===== src/rtl/serial_loader_pkg.sv =====
// serial_loader_pkg: shared states, default marker bytes and widths for the serial loader
package serial_loader_pkg;
    localparam int ADDR_W = 32;
    localparam int DATA_W = 32;
    localparam int CNT_W = 16;
    localparam logic [7:0] SYNC_BYTE_DEF = 8'hA5;
    localparam logic [7:0] NACK_BYTE_DEF = 8'hEE;
    localparam logic [ADDR_W-1:0] WORD_STRIDE = 32'd4;
    typedef enum logic [2:0] {S_IDLE, S_HDR, S_DATA, S_DRAIN, S_WAITWR, S_REPLY} rx_state_e;
    typedef enum logic {B_IDLE, B_WRITE} bus_state_e;
endpackage


===== src/rtl/serial_loader_bus.sv =====
// loader_bus_master: one-word holding register, auto-incrementing address and devEnable/devBusy handshake
module loader_bus_master
    import serial_loader_pkg::*;
(
    input  logic              clk,
    input  logic              rst,
    input  logic              set_addr_i,
    input  logic [ADDR_W-1:0] addr_i,
    input  logic              word_valid_i,
    input  logic [DATA_W-1:0] word_i,
    output logic              ready_o,
    input  logic              devBusy_i,
    output logic              devEnable_o,
    output logic [ADDR_W-1:0] devPhysicalAddr_o,
    output logic [DATA_W-1:0] devDataSave_o
);
    bus_state_e        bus_q, bus_d;
    logic [ADDR_W-1:0] next_addr_q, next_addr_d;
    logic [ADDR_W-1:0] addr_q, addr_d;
    logic [DATA_W-1:0] data_q, data_d;

    always_comb begin
        bus_d = (bus_q == B_WRITE && !devBusy_i) ? B_IDLE : bus_q;
        next_addr_d = set_addr_i ? addr_i : next_addr_q;
        addr_d = addr_q;
        data_d = data_q;
        if (word_valid_i && bus_q == B_IDLE) begin
            bus_d = B_WRITE;
            addr_d = next_addr_q;
            data_d = word_i;
            next_addr_d = next_addr_q + WORD_STRIDE;
        end
    end

    always_ff @(posedge clk) begin
        if (rst) begin
            bus_q <= B_IDLE;
            next_addr_q <= '0;
            addr_q <= '0;
            data_q <= '0;
        end else begin
            bus_q <= bus_d;
            next_addr_q <= next_addr_d;
            addr_q <= addr_d;
            data_q <= data_d;
        end
    end

    assign ready_o = bus_q == B_IDLE;
    assign devEnable_o = bus_q == B_WRITE;
    assign devPhysicalAddr_o = addr_q;
    assign devDataSave_o = data_q;
endmodule


===== src/rtl/serial_loader.sv =====
// serial_loader: framed serial bytes to device-bus word writes with checksum reply (optional SERIAL_LOADER_TIMEOUT_EN inter-byte timeout)
module serial_loader
    import serial_loader_pkg::*;
#(
    parameter logic [7:0] SYNC_BYTE = SYNC_BYTE_DEF,
    parameter logic [7:0] NACK_BYTE = NACK_BYTE_DEF,
    parameter int unsigned TIMEOUT_CYCLES = 25000000
) (
    input  logic              clk,
    input  logic              rst,
    input  logic              rxdReady_i,
    input  logic [7:0]        rxdData_i,
    input  logic              txdBusy_i,
    output logic              txdStart_o,
    output logic [7:0]        txdData_o,
    output logic              devEnable_o,
    output logic              devWrite_o,
    input  logic              devBusy_i,
    output logic [ADDR_W-1:0] devPhysicalAddr_o,
    output logic [DATA_W-1:0] devDataSave_o,
    output logic [3:0]        devByteSelect_o,
    output logic              active_o,
    output logic              done_o,
    output logic              error_o
);
    rx_state_e        state_q, state_d;
    logic [2:0]       hdr_cnt_q, hdr_cnt_d;
    logic [39:0]      hdr_q, hdr_d;
    logic [23:0]      asm_q, asm_d;
    logic [1:0]       bcnt_q, bcnt_d;
    logic [CNT_W+1:0] rem_q, rem_d;
    logic [7:0]       csum_q, csum_d;
    logic             err_q, err_d;
    logic             nack_q, nack_d;
    logic [CNT_W-1:0] n_word;
    logic             misaligned, set_addr, word_valid, bus_ready;
`ifdef SERIAL_LOADER_TIMEOUT_EN
    logic [31:0]      tmo_q, tmo_d;
`endif

    assign n_word = {rxdData_i, hdr_q[39:32]};
    assign misaligned = hdr_q[1:0] != 2'b00;

    always_comb begin
        state_d = state_q;
        hdr_cnt_d = hdr_cnt_q;
        hdr_d = hdr_q;
        asm_d = asm_q;
        bcnt_d = bcnt_q;
        rem_d = rem_q;
        csum_d = csum_q;
        err_d = err_q;
        nack_d = nack_q;
        set_addr = 1'b0;
        word_valid = 1'b0;
        case (state_q)
            S_IDLE: if (rxdReady_i && rxdData_i == SYNC_BYTE) begin
                state_d = S_HDR;
                hdr_cnt_d = '0;
                csum_d = '0;
                err_d = 1'b0;
                nack_d = 1'b0;
            end
            S_HDR: if (rxdReady_i) begin
                hdr_cnt_d = hdr_cnt_q + 3'd1;
                hdr_d = {rxdData_i, hdr_q[39:8]};
                if (hdr_cnt_q == 3'd5) begin
                    rem_d = {n_word, 2'b00};
                    bcnt_d = '0;
                    set_addr = !misaligned;
                    err_d = misaligned;
                    nack_d = misaligned;
                    state_d = (n_word == '0) ? S_REPLY : (misaligned ? S_DRAIN : S_DATA);
                end
            end
            S_DATA: if (rxdReady_i) begin
                csum_d = csum_q + rxdData_i;
                rem_d = rem_q - 1'b1;
                bcnt_d = bcnt_q + 2'd1;
                asm_d = {rxdData_i, asm_q[23:8]};
                if (bcnt_q == 2'd3) begin
                    word_valid = bus_ready;
                    err_d = !bus_ready;
                    nack_d = !bus_ready;
                    state_d = (rem_q == 1) ? (bus_ready ? S_WAITWR : S_REPLY)
                                           : (bus_ready ? S_DATA : S_DRAIN);
                end
            end
            S_DRAIN: if (rxdReady_i) begin
                rem_d = rem_q - 1'b1;
                state_d = (rem_q == 1) ? S_REPLY : S_DRAIN;
            end
            S_WAITWR: state_d = bus_ready ? S_REPLY : S_WAITWR;
            S_REPLY: state_d = txdBusy_i ? S_REPLY : S_IDLE;
            default: state_d = S_IDLE;
        endcase
`ifdef SERIAL_LOADER_TIMEOUT_EN
        tmo_d = (rxdReady_i || state_q == S_IDLE) ? '0 : tmo_q + 32'd1;
        if (tmo_q >= TIMEOUT_CYCLES && (state_q == S_HDR || state_q == S_DATA || state_q == S_DRAIN)) begin
            state_d = S_IDLE;
            err_d = 1'b1;
            set_addr = 1'b0;
            word_valid = 1'b0;
        end
`endif
    end

    always_ff @(posedge clk) begin
        if (rst) begin
            state_q <= S_IDLE;
            hdr_cnt_q <= '0;
            hdr_q <= '0;
            asm_q <= '0;
            bcnt_q <= '0;
            rem_q <= '0;
            csum_q <= '0;
            err_q <= 1'b0;
            nack_q <= 1'b0;
`ifdef SERIAL_LOADER_TIMEOUT_EN
            tmo_q <= '0;
`endif
        end else begin
            state_q <= state_d;
            hdr_cnt_q <= hdr_cnt_d;
            hdr_q <= hdr_d;
            asm_q <= asm_d;
            bcnt_q <= bcnt_d;
            rem_q <= rem_d;
            csum_q <= csum_d;
            err_q <= err_d;
            nack_q <= nack_d;
`ifdef SERIAL_LOADER_TIMEOUT_EN
            tmo_q <= tmo_d;
`endif
        end
    end

    loader_bus_master u_bus (
        .clk              (clk),
        .rst              (rst),
        .set_addr_i       (set_addr),
        .addr_i           (hdr_q[31:0]),
        .word_valid_i     (word_valid),
        .word_i           ({rxdData_i, asm_q}),
        .ready_o          (bus_ready),
        .devBusy_i        (devBusy_i),
        .devEnable_o      (devEnable_o),
        .devPhysicalAddr_o(devPhysicalAddr_o),
        .devDataSave_o    (devDataSave_o)
    );

    assign devWrite_o = devEnable_o;
    assign devByteSelect_o = {4{devEnable_o}};
    assign active_o = state_q != S_IDLE;
    assign error_o = err_q;
    assign txdStart_o = state_q == S_REPLY && !txdBusy_i;
    assign txdData_o = (state_q == S_REPLY) ? (nack_q ? NACK_BYTE : csum_q) : 8'h00;
    assign done_o = txdStart_o && !nack_q;
endmodule

===== config.mk =====
export PLATFORM = sky130hd
export DESIGN_NAME = serial_loader
export DESIGN_NICKNAME = d
export VERILOG_FILES = /design/src/rtl/serial_loader_pkg.sv /design/src/rtl/serial_loader_bus.sv /design/src/rtl/serial_loader.sv
export SDC_FILE = /design/constraint.sdc
export NUM_CORES = 1
export LEC_CHECK = 0
export ABC_AREA = 1
export CORE_MARGIN = 10
export CORE_UTILIZATION = 30
export CTS_CLUSTER_DIAMETER = 40
export DETAILED_ROUTE_END_ITERATION = 7
export DONT_BUFFER_PORTS = 1
export SYNTH_ARGS = -nofsm -noshare
export SYNTH_HDL_FRONTEND = slang
export SYNTH_HIERARCHICAL = 1
export SYNTH_SLANG_ARGS = --single-unit

===== constraint.sdc =====
create_clock -name clk -period 2.7 [get_ports clk]
set_clock_uncertainty 0.15 [all_clocks]
set_input_delay 0.27 -clock clk [delete_from_list [all_inputs] [get_ports clk]]
set_output_delay 0.27 -clock clk [all_outputs]
set_load 0.05 [all_outputs]

After elaboration in Yosys (flattened, before gate mapping). Index checks and enable logic that the tools add are counted.

Logic and storage cells: 110. Input bits: 13. Bits in registers: 196. Bits in writable memories: 0. Memories kept: 0. Latch bits: 0. Output and inout bits: 82. Bits in read-only memories: 0.

Mux-type cells: 47. Add/sub/neg operators: 5. Bitwise gates (word level): 1. Divide/modulo/power cells: 0. Magnitude comparators: 0. Shifts and indexed selects: 0. $mul: 0. Reduce and logical (&&, ||, !) cells: 29. Eq/ne operators: 16.

Operators with widths (count): $mux W32 (2); $mux W18 (3); $mux W3 (12); $pmux W18 S2 (1); $add A32 B3 Y32 const B (1); $mux W8 (4); $eq A18 B1 Y1 const B (1); $pmux W3 S6 (1); $sub A18 B1 Y18 const B (1); $mux W1 (17); $logic_not A16 Y1 (1); $pmux W8 S2 (1); $reduce_bool A2 Y1 (7); $ne A2 B2 Y1 const B (6); $reduce_and A6 Y1 (2); $eq A3 B3 Y1 const B (3); $add A8 B8 Y8 (1); $eq A8 B8 Y1 const B (1); $reduce_and A4 Y1 (2); $eq A3 B2 Y1 const B (2); $mux W2 (3); $pmux W3 S2 (1); $reduce_and A3 Y1 (2); $reduce_bool A3 Y1 (2); other kinds (13) (21).

Depth between registers and ports, before layout. Gate-level depths: netlist (run 1).

Depth after elaboration: 7. Gate-level depth with buffers: 16. Mapped depth without buffers: 14.

Cells and area by module. The synthesis (run 1) kept the hierarchy.

By module, submodules not included: serial_loader (seq. area each 1981.9 um^2, cells each 695, area an instance 4830.9 um^2, instances 1); loader_bus_master (seq. area each 1941.9 um^2, cells each 663, area an instance 4559.4 um^2, instances 1).

Worst setup path before layout (run 1). No wires, ideal clock.

Kind: register to register. Start point: register state_q[0]. End point: register u_bus.next_addr_q[17]. Buffers on the path: 2. Library setup time: 57 ps. Data required time: 2493 ps. Slack: -27 ps. Arrival: 2520 ps. Cell stages (with the launch flop): 17. Period minus slack after synthesis: 2727 ps. Path through: dfxtp_1 inv_2 nor2_4 nand2_4 nor2_8 inv_2 clkbuf_1 nor4_1 inv_2 nor2_4 buf_4 nand2_1 nand2_1 inv_1 nand3_1 nand2_1 inv_1.

Elaborated cells between the ends (all ways): 7. Classes of those cells: eq/ne: 2; mux: 3; reduce/logical: 2.

RTL lines: start, declared (line serial_loader.sv:26) `rx_state_e state_q, state_d;`; start signal, assigned (line serial_loader.sv:123) `state_q <= state_d;`; $eq A3 B1 Y1 (line serial_loader.sv:56) `case (state_q)`; $mux W1 (line serial_loader.sv:56); via set_addr (line serial_loader.sv:36) `logic misaligned, set_addr, word_valid, bus_ready;`; $reduce_bool A2 Y1 (no source line); end signal, assigned (line serial_loader_bus.sv:43) `next_addr_q <= next_addr_d;`; end, declared (line serial_loader_bus.sv:18) `logic [ADDR_W-1:0] next_addr_q, next_addr_d;`.

The timed path passes the listed nets, and every way through them passes these cells. A chain may end at the register's enable or synchronous reset.

Worst setup path after layout (run 1).
Start point: register state_q[1]. End point: output active_o.

Cells in the longest elaborated chain, start to end: 1.

RTL lines: $reduce_bool A3 Y1 (line serial_loader.sv:154) `assign active_o = state_q != S_IDLE;`; end, declared (line serial_loader.sv:22) `output logic active_o,`.

Every way passes these cells.

==> results of run 1 <==
==> state kept, by name (all words and copies together) (netlist names) <==
register and flops:
bcnt_q 2, u_bus/devDataSave_o 32, u_bus/next_addr_q 32, state_q 3
u_bus/devEnable_o 1, csum_q 8, hdr_q 40, asm_q 24
u_bus/devPhysicalAddr_o 32, rem_q 18, hdr_cnt_q 3, nack_q 1
==> kinds of logic (layout without fill, tap and decap cells) <==
group | after synthesis | after routing | synth area share [%]
buffers and inverters | 190 | 189 | 8.78
flip-flops | 196 | 196 | 41.8
XOR/XNOR | 6 | 6 | 0.560
AND/OR/NAND/NOR | 699 | 699 | 32.6
adder cells (fa/ha/maj) | 14 | 14 | 1.95
AO/OA/AOI/OAI | 253 | 253 | 14.3
==> worst max-delay path by stage <==
stage	depth (start not counted)	from	endpoint
finish	6	state_q[1]	active_o
global placement	14	state_q[0]	u_bus/next_addr_q[13]
global route	15	state_q[0]	u_bus/next_addr_q[26]
CTS	5	state_q[0]	txdData_o[1]
floorplan	16	state_q[0]	u_bus/next_addr_q[17]
detailed placement	14	state_q[0]	u_bus/next_addr_q[25]
==> layout make-up <==
cell class	count	area, um^2
Timing Repair Buffer	38	368
Fill cell	3328	20300
Multi-Input combinational cell	972	4650
Sequential cell	196	3930
Inverter	122	460
Tap cell	396	495
Clock inverter	10	158
Clock buffer	19	433
==> through the flow <==
step	worst slack (ns)	total power (W)	hold WS (ns)	instance area [um^2]	cells
3_3_place_gp	0.402	0.00339	0.205	9780	1713
5_1_grt	0.0897	0.00624	0.0308	10500	1753
3_5_place_dp	0.362	0.00339	0.203	9780	1713
4_1_cts	0.268	0.00607	0.0126	10500	1753
2_1_floorplan	0.247	0.00331	0.198	9400	1358
6_report	0.318	0.00602	0.0154	10500	1753
==> per-layer routing <==
layer  up-vias  global-route usage, %  share of wire, %
met2       229                   22.3                46
met5         -                      0                 0
met1      4014                   18.0                46
met3        28                   2.90               5.9
met4         0                   4.30               1.5
li1       4366                      -                 -
==> timing repair <==
item                                    in CTS  in global routing
hold buffers                                11                  0
gates resized for setup                      0                  0
endpoints found under the setup margin       0                  0
hold endpoints to repair                    79                  0
==> worst register-to-register path: cells and delay by family (launching register included) <==
kind / cells / cell delay [ns]
AO/OA/AOI/OAI: 1 / 0.13
flip-flops: 1 / 0.49
AND/OR/NAND/NOR: 7 / 0.77
buffers and inverters: 6 / 0.73
==> cells in the mapped netlist (2+ instances only) <==
cell type	instances	area (um^2)
nor2_8	4	80.1
buf_2	24	120
inv_1	109	409
nor3_2	2	20.0
nor4_1	2	12.5
nor3_4	2	32.5
a31oi_1	4	25.0
a21oi_1	72	360
inv_2	10	37.5
o211ai_1	8	60.1
dfxtp_1	196	3920
nand2_1	229	860
nand4_1	13	81.3
nand3b_1	10	75.1
ha_1	13	163
o21ai_1	11	55.1
nor2_2	5	31.3
nand2_4	3	33.8
clkbuf_1	27	101
buf_1	2	7.51
nand3_1	90	450
nor3_1	13	65.1
xor2_1	5	43.8
a21oi_2	4	35.0
a211oi_1	9	67.6
clkinv_1	2	7.51
buf_4	9	67.6
nand2_2	5	31.3
o21ai_0	140	701
nor2_1	308	1160
nand3_2	2	20.0
nor2_4	6	67.6
o21bai_1	2	15.0
buf_6	6	67.6
==> power by group through the flow <==
stage,combinational (W),sequential [W],clock (W)
final,0.000389,0.00298,0.00265
after detailed placement,0.000348,0.00305,0
after CTS,0.000390,0.00298,0.00270
after global routing,0.000440,0.00298,0.00281
after floorplan,0.000275,0.00304,0
after global placement,0.000346,0.00305,0
==> results.md, run 1 <==
- Max Fclk: 0.420 GHz
- Crit-path max FO: 8
- Sequential share of power: 49.5%
- Clk Latency, worst-skew pair: 0.44 ns
- Sw Pwr: around 0.0014 W
- Crit-path cells: buf_4 -> inv_1 -> nand2_1 -> nor2_1 -> inv_1 -> buf_4
- P_leak: around 4.5 nW
- WHS Path Cells: 2
- Period minus WS final: ~2.4 ns
- RePlAce Congestion: 0.891
- Die footprint: 38800 um^2
- Buffers & Inverters on Critical Path: 4
- CTS H-tree lvls: 4
- Clk pin slew, worst setup/hold paths: 0.07 ns
- CTS Buf Count: 17
- Power Density: ~570 nW/um^2
- Global-route wire length before repair: ~43000 um
- Cell Rows: 64
- Yosys reg bits: 196
- Slew @ Worst Pin: 0.843 ns
- Vias in the first global route: 7987
- Setup bufs post-CTS: 0
- Hold Path End: u_bus/devPhysicalAddr_o[13]
- Initial antenna violation count: 0
- Worst EP required: 2.28 ns
- Commonest non-fill, non-tap cell in the layout: nor2_1
- FF-to-FF path depth: 14
- Post-DP HPWL: 18700 um
- Hold Crit Class: input pin to flop
- Finished Core Util: 34.1%
- Vert. Die Dim: just under 200 um
- Worst vdd ir: between 0.4 and 0.5 mV
- Drt via density: 4.93
- CTS Root Buffer Type: clkbuf_16
- Area grow syn2layout: 11.8%
- R2R Setup Slk: 0.34 ns
- Fin crit share: approximately nine tenths
- Worst path max stage delay: between 0.4 and 0.5 ns
- Clock Tree Buf Depth: 2
- Max_slew headroom: 43.8%
- RSZ-0062 raised after global routing: false
- Highest-count cells in the layout ignoring fill and taps: 308 x nor2_1, 229 x nand2_1, 195 x dfxtp_1
- Port Buf Inserts: 0
- Outcome: finished clean
- Setup CP Type: flop to primary output
- Clock Power Share: 44.0%
- Max Cap Viol: 0
- Ant. Diodes: 0
- Layout cell share with drive strength beyond 1: 7.81%
- CP Capture Type: primary output
- Number of I/O pins: 95
- Largest net degree at the start of global routing: 93
- Starting Density: between 30 and 40%
- Total gr overflow: 0
- CTS tree: done
- Synthesized net count: 1385
- Detail Route Antenna Nets: 0
- Slew Limit Fails: 0
- Cells after Synth: 1358
- Critical Path Start Type: flop
- Die Span X: 197 um
- Drt drc: 0
- CP delay by family, top: buffers and inverters
- Number of synthesized flops with an enable pin: 0
- Sw frac: 23.8%
- Sequential share of the synthesized area: 41.8%
- Worst Path Arrival: 1.96 ns
- Setup violators final: 0
- Core area: 30700 um^2
- Worst r2r src: state_q[0]
- Nets@finish: 1374
- Average size of a mapped cell: 6.91 um^2
- Reg-to-Reg End: u_bus/next_addr_q[25]
- Final Hold Viols: 0
- Synth async-reset ratio: 0%
- Routed wire per std cell: 15.5 um
- First-pass DRT Iterations: 5
- DRT iter0 DRCs: around 680
- Vias: between 8000 and 9000
- Warnings, synthesis: 6
- Gr usage total: 13.8%
- Post-synth top flop: dfxtp_1
- Syn Std Cell Area: 9390 um^2
- Hold path startpoint: rst
- Setup_tns: 0 ns
- Crit-path slowest cell: dfxtp_1
- Routed WL: 27200 um
- Clock sink total: slightly below 200
- Yosys cell types: 45
- Int Pwr: 0.00459 W
- Combinational share of power: 6.5%
Note: power is estimated with default switching activity, not from simulation.
==> run 2, diff against run 1 <==
--- a/config.mk
+++ b/config.mk
@@ -11,6 +11,8 @@
 export CTS_CLUSTER_DIAMETER = 40
 export DETAILED_ROUTE_END_ITERATION = 7
 export DONT_BUFFER_PORTS = 1
+export GPL_TIMING_DRIVEN = 0
+export MAX_ROUTING_LAYER = met4
 export SYNTH_ARGS = -nofsm -noshare
 export SYNTH_HDL_FRONTEND = slang
 export SYNTH_HIERARCHICAL = 1
==> run 2 against run 1 <==
The run now ends with setup timing left; routed wire length rose by 6.5%; sequential cell count did not move; critical path type unchanged; combinational power increased by 1%; total power shrank 1.7%; utilization grew 0.42 points.
==> results.md, run 2 (synthesized netlist as in run 1, its figures left out) <==
- Outcome: complete, but fails checks
- Failing checks: setup timing
- Highest-count cells in the layout ignoring fill and taps: 302 x nor2_1, 229 x nand2_1, 194 x dfxtp_1
- P_leak: 4.59 nW (+1.5%)
- Gr usage total: 15.2% (+1.4 points)
- Crit. Startpoint: state_q[1]
- Post-Layout Cell Count: 1798 (+2.6%)
- Sw Pwr: 0.00161 W (+13%)
- Drt drc: 0 (unchanged)
- Clock Power Share: 42.8% (-1.2 points)
- Die Span X: 197 um (unchanged)
- Crit-path max FO: 10 (+2)
- Final worst slack: -0.0133 ns (-0.332 ns)
- Largest net degree at the start of global routing: 20 (-78%)
- CP Capture Type: primary output
- Core area: 30700 um^2 (unchanged)
- Fin crit share: 100% (+12 points)
- Period minus WS final: 2.71 ns (+0.332 ns)
- Worst Path Arrival: 2.29 ns (+0.33 ns)
- Crit-path cells: buf_2 -> nor2_4 -> nand2_1 -> nor2_1
- Hold Crit Class: input pin to flop
- Area grow syn2layout: 13.1%
- Reg-to-Reg End: u_bus/next_addr_q[8]
- Buffers & Inverters on Critical Path: 1 (-3)
- Total gr overflow: 0 (unchanged)
- Worst Setup EP: txdData_o[4]
- GR Util met1: 19.8% (+1.8 points)
- Int Pwr: 0.00431 W (-6.2%)
- Global-route wire length before repair: 45500 um (+5.0%)
- Clock sink total: 196 (unchanged)
- Routed wire per std cell: 16.1 um (+3.9%)
- Port Buf Inserts: 0 (unchanged)
- Drt via density: 4.95 (+0.57%)
- Number of I/O pins: 95 (unchanged)
- Worst path max stage delay: 0.81 ns (+0.40 ns)
- CTS Root Buffer Type: clkbuf_16
- Slew Limit Fails: 0 (unchanged)
- GR Util met3: 3.66% (+0.77 points)
- Post-DP HPWL: 21500 um (+15%)
- Combinational share of power: 6.7% (+0.2 points)
- Placed cell areas: 9900 um^2 (+1.3%)
- Vias: 8909 (+3.1%)
- RePlAce Congestion: 0.925 (+3.8%)
- Max_slew headroom: 38.5% (-5.3 points)
- Slew @ Worst Pin: 0.919 ns (+0.0765 ns)
- Clock Tree Buf Depth: 2 (unchanged)
- Fin area: 10600 um^2 (+1.2%)
- Setup violators final: 1 (+1)
- Critical Path Start Type: flop
- FF-to-FF path depth: 10 (-4)
- First-pass DRT Iterations: 5 (unchanged)
- Setup CP Type: flop to primary output
- Worst r2r src: state_q[1]
- Nets@finish: 1416 (+3.1%)
- R2R Setup Slk: 0.10 ns (-0.24 ns)
- Max Cap Viol: 0 (unchanged)
- Detail Route Antenna Nets: 0 (unchanged)
- Ant. Diodes: 0 (unchanged)
- Final Hold Viols: 0 (unchanged)
- GR peak layer: met2
- Clk pin slew, worst setup/hold paths: 0.08 ns (about the same)
- Vert. Die Dim: 197 um (unchanged)
- Commonest non-fill, non-tap cell in the layout: nor2_1
- DRT iter0 DRCs: 826 (+22%)
- CP delay by family, top: simple AND/OR/NAND/NOR gates
- Layout cell share with drive strength beyond 1: 9.27% (+1.5 points)
- Clk Latency, worst-skew pair: 0.46 ns (+0.02 ns)
- Critical Path Stages: 4 (-2)
- Initial antenna violation count: 0 (unchanged)
- Hold slack: 0.0166 ns (+0.00116 ns)
- Routed WL: 29000 um (+6.5%)
- Sequential share of power: 50.5% (+1.0 points)
- Worst EP required: 2.28 ns (about the same)
- CTS H-tree lvls: 4 (unchanged)
- Crit-path slowest cell: nor2_1
- Max Fclk: 0.369 GHz (-12%)
- Power Density: 557 nW/um^2 (-2.9%)
- Post-placement cell count: 1755 (+2.5%)
- RSZ-0062 raised after global routing: true
- Max reg flops: 40 (unchanged)
- CTS Buf Count: 17 (unchanged)
- CTS tree: done
- Worst vdd ir: 0.471 mV (+2.1%)
- Biggest register: hdr_q
- M2 GR Usage: 23.2% (+0.92 points)
- Die footprint: 38800 um^2 (unchanged)
- Starting Density: 30.5% (unchanged)
- Sw frac: 27.2% (+3.5 points)
- Vias in the first global route: 8045 (+0.73%)
- Cell Rows: 64 (unchanged)
run 2: cell types whose count changed in the layout (fill, tap and decap cells not counted), moves of 3 or more:
| cell | previous run | this run |
|---|---|---|
| inv_8 | 0 | 3 |
| bufinv_16 | 4 | 0 |
| buf_12 | 3 | 0 |
| buf_4 | 24 | 11 |
| buf_6 | 0 | 6 |
| nor2_2 | 5 | 11 |
| clkbuf_1 | 2 | 25 |
| nor2_1 | 308 | 302 |
| buf_2 | 0 | 24 |
| clkinv_2 | 4 | 1 |
| inv_6 | 1 | 7 |
run 2: worst min-delay path by stage:
stage | cells past startpoint | slack, ns | end | startpoint
2_1_floorplan | 1 | 0.20 | u_bus/devPhysicalAddr_o[7] | rst
3_3_place_gp | 1 | 0.20 | u_bus/devPhysicalAddr_o[8] | rst
3_5_place_dp | 1 | 0.20 | u_bus/devPhysicalAddr_o[7] | rst
4_1_cts | 4 | 0.01 | rem_q[7] | rxdReady_i
5_1_grt | 4 | 0.05 | rem_q[10] | rxdReady_i
6_report | 4 | 0.02 | rem_q[7] | rxdReady_i
run 2: metrics by stage:
step	setup slack (ns)	TNS [ns]	power (W)	util [%]
3_3_place_gp	-0.235	-14.07	0.00342	32.2
3_5_place_dp	-0.225	-11.01	0.00342	32.2
2_1_floorplan	0.247	0	0.00331	-
4_1_cts	-0.0430	-0.117	0.00596	34.6
5_1_grt	-0.129	-0.880	0.00613	34.5
6_report	-0.0133	-0.0133	0.00592	34.5
run 2: metal layers:
layer,vias up,wire length [um]
met2,278,13100
met3,28,2150
met5,-,0
met1,4140,13400
met4,0,382
li1,4463,-
run 2: area by class of cell:
type | count | area (um^2)
fillers | 3389 | 20100
multi-input cells | 972 | 4680
flip-flops and latches | 196 | 3930
well taps | 396 | 495
inverters | 122 | 460
clock buffers | 18 | 439
plain buffers | 66 | 357
repair buffers | 14 | 135
clock inverters | 14 | 131
run 2: tightest hold or removal path, stage by stage:
cell	delay, ns
nand3_4	0.11
a21oi_1	0.05
o21ai_0	0.07
a21oi_1	0.06
run 2: power groups by stage:
stage | Sequential (W) | Clock [W] | Combinational, W
after floorplan | 0.00304 | 0 | 0.000275
after global placement | 0.00305 | 0 | 0.000365
after detailed placement | 0.00305 | 0 | 0.000370
after CTS | 0.00299 | 0.00258 | 0.000395
after global routing | 0.00299 | 0.00269 | 0.000446
final | 0.00299 | 0.00253 | 0.000394
run 2: what timing repair did:
item                       in CTS  in global routing
hold endpoints to repair       35                  0
setup buffers                   1                  0
hold buffers                   12                  0
pin swaps                       1                  1
setup endpoints to repair     105                 47
gates resized for setup         9                  1
